===== config.mk =====
export PLATFORM = sky130hd
export DESIGN_NAME = pipe_ctrl
export DESIGN_NICKNAME = d
export VERILOG_FILES = /design/src/rtl/pipe_ctrl.sv
export SDC_FILE = /design/constraint.sdc
export NUM_CORES = 1
export LEC_CHECK = 0
export CORE_ASPECT_RATIO = 1.5
export CORE_MARGIN = 2
export CORE_UTILIZATION = 38
export DETAILED_ROUTE_END_ITERATION = 16
export PLACE_DENSITY = 0.81
export RECOVER_POWER = 25
export SYNTH_ARGS = -nofsm -noshare
export SYNTH_HDL_FRONTEND = slang
export SYNTH_SLANG_ARGS = --single-unit

===== constraint.sdc =====
create_clock -name clk -period 1.53 [get_ports clk]
set_input_delay 0.153 -clock clk [delete_from_list [all_inputs] [get_ports clk]]
set_output_delay 0.153 -clock clk [all_outputs]
set_load 0.01 [all_outputs]

===== src/rtl/pipe_ctrl.sv =====
// -----------------------------------------------------------------------------
// pipe_ctrl
//
// Stall and flush controller for a six-stage in-order pipeline
// (PC, IF/ID, ID/EX, EX/MEM, MEM/WB, WB).
//
// Stall requests are priority encoded with no latency. A stage stalling
// freezes itself and every stage upstream of it.
//
// A taken branch resolved in EX normally flushes IF/ID and ID/EX in the same
// cycle. If EX or MEM is busy, the EX/MEM register is held (stall[3]=1). A
// flush must never coincide with that hold, so in that case the first branch
// target is parked in pend_target. The flush is then issued on the first cycle
// where both EX and MEM are free.
//
// Optional feature (macro PIPE_CTRL_PERF_EN):
//   defined   : saturating 32-bit counters of stalled cycles and flush pulses.
//   undefined : both counter outputs are tied to 0 and no counter flops exist.
//
// Ports
//   clk            in   1       pipeline clock, rising edge
//   rst            in   1       asynchronous reset, active low
//   stallreq_if    in   1       fetch waiting on instruction memory
//   stallreq_id    in   1       decode load-use hazard
//   stallreq_ex    in   1       execute multi-cycle op busy
//   stallreq_mem   in   1       memory stage access busy
//   branch_flag    in   1       taken branch/jump resolved in EX
//   branch_target  in   DATA_W  target PC of that branch
//   stall          out  6       per-stage hold, bit0 = PC ... bit5 = WB
//   flush          out  1       kill IF/ID and ID/EX this cycle
//   new_pc         out  DATA_W  PC to load when flush=1, else 0
//   stall_cycles   out  32      cycles with stall[0]=1
//   flush_count    out  32      number of flush pulses
// -----------------------------------------------------------------------------
module pipe_ctrl #(
  parameter int DATA_W = 32
) (
  input  logic              clk,
  input  logic              rst,
  input  logic              stallreq_if,
  input  logic              stallreq_id,
  input  logic              stallreq_ex,
  input  logic              stallreq_mem,
  input  logic              branch_flag,
  input  logic [DATA_W-1:0] branch_target,
  output logic [5:0]        stall,
  output logic              flush,
  output logic [DATA_W-1:0] new_pc,
  output logic [31:0]       stall_cycles,
  output logic [31:0]       flush_count
);

  typedef enum logic {
    RUN  = 1'b0,
    PEND = 1'b1
  } state_t;

  state_t            state;
  state_t            state_nxt;
  logic [DATA_W-1:0] pend_target;
  logic [DATA_W-1:0] pend_target_nxt;

  logic [5:0]        stall_req;
  logic              back_free;
  logic              flush_int;
  logic [DATA_W-1:0] new_pc_int;

  // Priority encode: the deepest busy stage wins, and it holds itself and all
  // stages upstream of it.
  always_comb begin
    stall_req = 6'b000000;
    if (stallreq_mem) begin
      stall_req = 6'b011111;
    end else if (stallreq_ex) begin
      stall_req = 6'b001111;
    end else if (stallreq_id) begin
      stall_req = 6'b000111;
    end else if (stallreq_if) begin
      stall_req = 6'b000011;
    end
  end

  // EX/MEM is only released when neither EX nor MEM is busy. This is the only
  // condition under which a flush is permitted.
  assign back_free = !stallreq_ex && !stallreq_mem;

  // Next-state and flush decision
  always_comb begin
    state_nxt       = state;
    pend_target_nxt = pend_target;
    flush_int       = 1'b0;
    new_pc_int      = '0;
    case (state)
      RUN: begin
        if (branch_flag) begin
          if (back_free) begin
            flush_int  = 1'b1;
            new_pc_int = branch_target;
          end else begin
            // Back end is held: remember the target and flush later.
            state_nxt       = PEND;
            pend_target_nxt = branch_target;
          end
        end
      end
      PEND: begin
        // Any later branch_flag comes from an instruction that the pending
        // flush will kill, so it is ignored here.
        if (back_free) begin
          flush_int  = 1'b1;
          new_pc_int = pend_target;
          state_nxt  = RUN;
        end
      end
      default: begin
        state_nxt = RUN;
      end
    endcase
  end

  // State register
  always_ff @(posedge clk or negedge rst) begin
    if (!rst) begin
      state       <= RUN;
      pend_target <= '0;
    end else begin
      state       <= state_nxt;
      pend_target <= pend_target_nxt;
    end
  end

  // Outputs are gated by reset directly, so they drop the moment rst falls.
  // A flush overrides any front-end stall so the redirected fetch proceeds.
  assign flush  = rst & flush_int;
  assign new_pc = rst ? new_pc_int : '0;
  assign stall  = (!rst || flush_int) ? 6'b000000 : stall_req;

`ifdef PIPE_CTRL_PERF_EN
  logic [31:0] stall_cnt;
  logic [31:0] flush_cnt;

  function automatic logic [31:0] sat_inc(input logic [31:0] val);
    if (val == 32'hFFFF_FFFF) begin
      return val;
    end
    return val + 32'd1;
  endfunction

  // Performance counters
  always_ff @(posedge clk or negedge rst) begin
    if (!rst) begin
      stall_cnt <= '0;
      flush_cnt <= '0;
    end else begin
      if (stall[0]) begin
        stall_cnt <= sat_inc(stall_cnt);
      end
      if (flush) begin
        flush_cnt <= sat_inc(flush_cnt);
      end
    end
  end

  assign stall_cycles = stall_cnt;
  assign flush_count  = flush_cnt;
`else
  assign stall_cycles = 32'd0;
  assign flush_count  = 32'd0;
`endif

endmodule


After elaboration in Yosys (flattened, before gate mapping):

Cells that the tools add are included.
W data, S select, Z words.

* register bits after elaboration: 33
* word-level logic and storage cells: 27

* bitwise gates (word level): 3
* muxes and demuxes: 16
* reductions and logical operators: 6

Operators by type and width (number)
* $mux W32: 4
* $pmux W32 S2: 1
* $mux W6: 2
* $mux W1: 4
* $mux W4: 1
* $pmux W1 S2: 2
* $logic_not A1 Y1: 3
* $mux W3: 1
* $reduce_and A3 Y1: 1
* $mux W2: 1
* $not A1 Y1: 2
* $and A1 B1 Y1: 1
* $logic_and A1 B1 Y1: 1
* $logic_or A1 B1 Y1: 1

Depth between registers and ports, before layout:

* depth after elaboration: 7
* depth in mapped cells: 6

Worst setup path after synthesis:

Ideal clock, no wire load.

* path type: register to output
* from: reg state
* to: out stall[1]
* arrival: 1.291 ns
* setup slack: 0.086 ns
* required time: 1.377 ns
* cell stages (with the launch flop): 6
* path buffers: 2
* path through: dfrtp_1 buf_6 nor2_1 o21ai_0 a21boi_0 buf_4

* cells in the longest elaborated chain, start to end: 4

Ends and longest elaborated chain
* start: declaration: RTL line 58 `state_t state;`
* start signal: assignment: RTL line 127 `state <= state_nxt;`
* $not A1 Y1 (no line)
* $pmux W1 S2 (*): RTL line 93 `case (state)`
* $logic_or A1 B1 Y1 (*): RTL line 136 `assign stall = (!rst || flush_int) ? 6'b000000 : stall_req;`
* $mux W6 (*): RTL line 136
* end: declaration: RTL line 46 `output logic [5:0] stall,`

Every way passes the cells marked *; elsewhere a longest branch is shown, timed or not.

Final worst setup path:

* from: reg state
* to: out new_pc[29]

* cells in the longest elaborated chain, start to end: 3

Ends and longest elaborated chain
* $not A1 Y1 (no line)
* $pmux W32 S2 (*): RTL line 93
* $mux W32 (*): RTL line 135 `assign new_pc = rst ? new_pc_int : '0;`
* end: declaration: RTL line 48 `output logic [DATA_W-1:0] new_pc,`

Marked as above.

==> run_results.csv <==
group,metric,value,unit
cells_and_area,fillers,517,
clocking,cts_sinks,33,
floorplan,die_h,101.9,um
power,p_leak,0.001752,uW
grt,antenna_found_initial,0,
clocking,clk_pin_slew,0.07,ns
status,status,"finished, violations left",
routing,dr.pass1.iters,3,
grt,grt_overflow,0,
critical_path,critPathBufInv,4,
critical_path,critPathRequiredTime,1.38,ns
critical_path,cp-end-kind,"primary output",
critical_path,cpMostUsedCell,"buf_4",
cells_and_area,diodes,0,
place,placed_area,0.003065,sq mm
logic_synthesis,synth_edf_count,0,
clocking,cts_buffers,5,
logic_synthesis,synthDistinctLibCells,20,
logic_synthesis,synth-seq-area-share,34.00,%
routing,vias_per_cell,4.458,
sta,hold_viol,0,
critical_path,worstSetupPathType,"reg -> out",
critical_path,reg2reg_slack,-0.21,ns
routing,post-route-drc-count,0,
critical_path,crit_path_max_fanout,8,
floorplan,io_pins,142,
status,violations,"setup timing",
power,powerDensity,831.1,mW/mm^2
floorplan,die_area,0.007060,sq mm
grt,grt_pass1_vias,1838,
critical_path,max_stage_delay,0.44,ns
routing,route.vias.total,1761,
sta,slew_headroom,46.43,%
floorplan,start_util,39.33,%
sta,min_period_over_period,116.9,%
logic_synthesis,yosys_warnings,0,
routing,drt_iter0_markers,22,
flow_run,maxCapViolations,0,
logic_synthesis,yosys-top-cells-area,"dfrtp_1, buf_4, mux2_4, mux2i_1, nor2_1",
sta,slew_viol_final,0,
logic_synthesis,ys_ff_latch,33,
routing,ant_nets,0,
routing,routedWlPerCell,14.66,um
sta,fin_crit,1.789,ns
critical_path,slowest_stage,"dfrtp_2",
sta,finalSetupViolations,65,
grt,grt_pass1_wl,8.907,mm
logic_synthesis,yosysMostFrequentCell,"buf_4",
sta,clock.fmax,559.0,MHz
floorplan,design.core.area,0.006175,sq mm
worst_hold_path,hold_class,"in -> reg",
sta,tightestPinTransition,0.8035,ns
floorplan,die_x,69.28,um
power,peakVddDrop,554.8,uV
sta,finClkSkew,0.006122,ns
clocking,cts_tree,"yes",
cells_and_area,syn2layout_area_growth,50.18,%
cells_and_area,nNetsFinal,359,
logic_synthesis,synth_area,0.002429,sq mm
place,place.gp.congestion,0.7247,
routing,wl,5.792,mm
place,io_buffers,76,
critical_path,start_kind,"register",
logic_synthesis,yosys-top-cells-count,"buf_4, nor2_1, dfrtp_1, mux2_4, mux2i_1",
logic_synthesis,syn-instance-count,221,
clocking,insertion_delay,0.28,ns
logic_synthesis,synthFlopType,"dfrtp_1",
critical_path,cpLargestDelayFamily,"buffers and inverters",
cells_and_area,drive_above_1_share,44.24,%
logic_synthesis,yosys.area.top_type_share,34.00,%
place,dpl.cell_count,370,
cells_and_area,final_cells,395,
sta,rsz0062_at_grt,"yes",
logic_synthesis,yosysTopAreaCell,"dfrtp_1",
critical_path,arrival,1.64,ns
logic_synthesis,avgSynthCellArea,10.99,sq um
grt,grt_max_degree,32,
clocking,cts-root-buf,"clkbuf_8",
place,hpwl,3.766,mm
critical_path,crit_chain,"buf_4, buf_12, buf_4, mux2i_2, nor2_4, buf_6",
clocking,htreeDepth,2,
sta,setup_ws,-0.2590,ns
clocking,clockBufferDepth,2,
logic_synthesis,async_reset_ff_share,100.0,%
cells_and_area,finalInstanceArea,0.003647,sq mm
grt,gr-usage-all-layers,16.00,%
floorplan,rows,35,
## report_power, final
| group | leakage (uW) | total, uW | internal (uW) | switching [uW] |
|---|---|---|---|---|
| Sequential | 0.000386 | 1220 | 1070 | 143 |
| Combinational | 0.00132 | 1170 | 699 | 475 |
| Clock | 0.0000450 | 641 | 315 | 326 |
## layout by cell type, fill, tap and decap left out, types with 2 or more instances in the layout
cell type        count
mux2i_4              6
buf_6               21
conb_1              65
buf_2               17
clkbuf_1             3
nor2_2               7
mux2_2               2
nand2_1              2
buf_16               3
clkinv_2             2
buf_12               9
dlygate4sd2_1        3
mux2i_1             18
a22oi_1              2
nor2_1              10
mux2i_2              6
dfrtp_1             32
clkbuf_8             5
nor2b_4              2
nor2_4              18
mux2_4              30
clkdlybuf4s50_1     37
buf_8                2
buf_4                6
## what timing repair did
item,4_1_cts,5_1_grt
hold endpoints to repair,2,0
buffers inserted,9,2
pin swaps,10,9
endpoints found under the setup margin,65,67
resized for setup,154,81
hold buffers,1,0
gates cloned,4,1
## cell type report
| cell class | instances | area (sq um) | share of cell area [%] |
|---|---|---|---|
| repair buffers | 105 | 1149 | 31.49 |
| clock inverters | 2 | 10.01 | 0.2744 |
| multi-input cells | 174 | 1493 | 40.93 |
| well taps | 74 | 92.59 | 2.539 |
| inverters | 1 | 3.754 | 0.1029 |
| flip-flops and latches | 33 | 827.0 | 22.68 |
| clock buffers | 6 | 72.57 | 1.990 |
## worst reg2reg max path, stage by stage (launching register included)
cell	delay [ns]
dfrtp_2	0.44
buf_4	0.17
nor2b_4	0.13
nor2b_4	0.20
buf_12	0.14
bufbuf_16	0.26
mux2_4	0.29
## cell families (layout without fill, tap and decap cells)
kind of cell | after synthesis | in the layout | synth area share, %
other | 1 | 65 | 0.1544
buffers and inverters | 78 | 114 | 24.57
muxes | 62 | 62 | 31.84
DFF | 33 | 33 | 34.00
and+or+nand+nor | 42 | 42 | 7.986
AOI/OAI and AO/OA | 5 | 5 | 1.442
## state kept, by name, indices dropped and copies added, names as in the netlist
register	count
state	1
pend_target	32
## per-layer routing
layer / track usage (%) / up-vias / routed length, um
met5: 0 / - / 0
met4: 6.787 / 0 / 131
met1: 16.66 / 858 / 1997
met2: 31.14 / 96 / 3319
met3: 3.057 / 10 / 344
li1: - / 797 / -
## through the flow
step                      hold WS (ns)  util, %  power (uW)  setup TNS (ns)  setup WS (ns)
after floorplan                -0.1426        -        1920               0        0.08576
after global placement         0.08339    49.65        2089          -18.93        -0.3889
after detailed placement       0.09587    49.65        2124          -20.14        -0.4100
after CTS                      0.06665    54.08        2876          -5.988        -0.1717
after global routing            0.3367    59.07        3204          -12.29        -0.3055
final                           0.3166    59.07        3031          -9.487        -0.2590
## worst paths after layout
path,end,start,depth (start not counted)
worst min-delay path,state,branch_flag,4
worst min register to register,pend_target[18],pend_target[18],1
worst max register to register,pend_target[6],state,6
max in group asynchronous,state,rst,3
worst max-delay path,new_pc[29],state,6
min in group asynchronous,pend_target[27],rst,3
No activity file was read; power rests on OpenSTA's default activity.
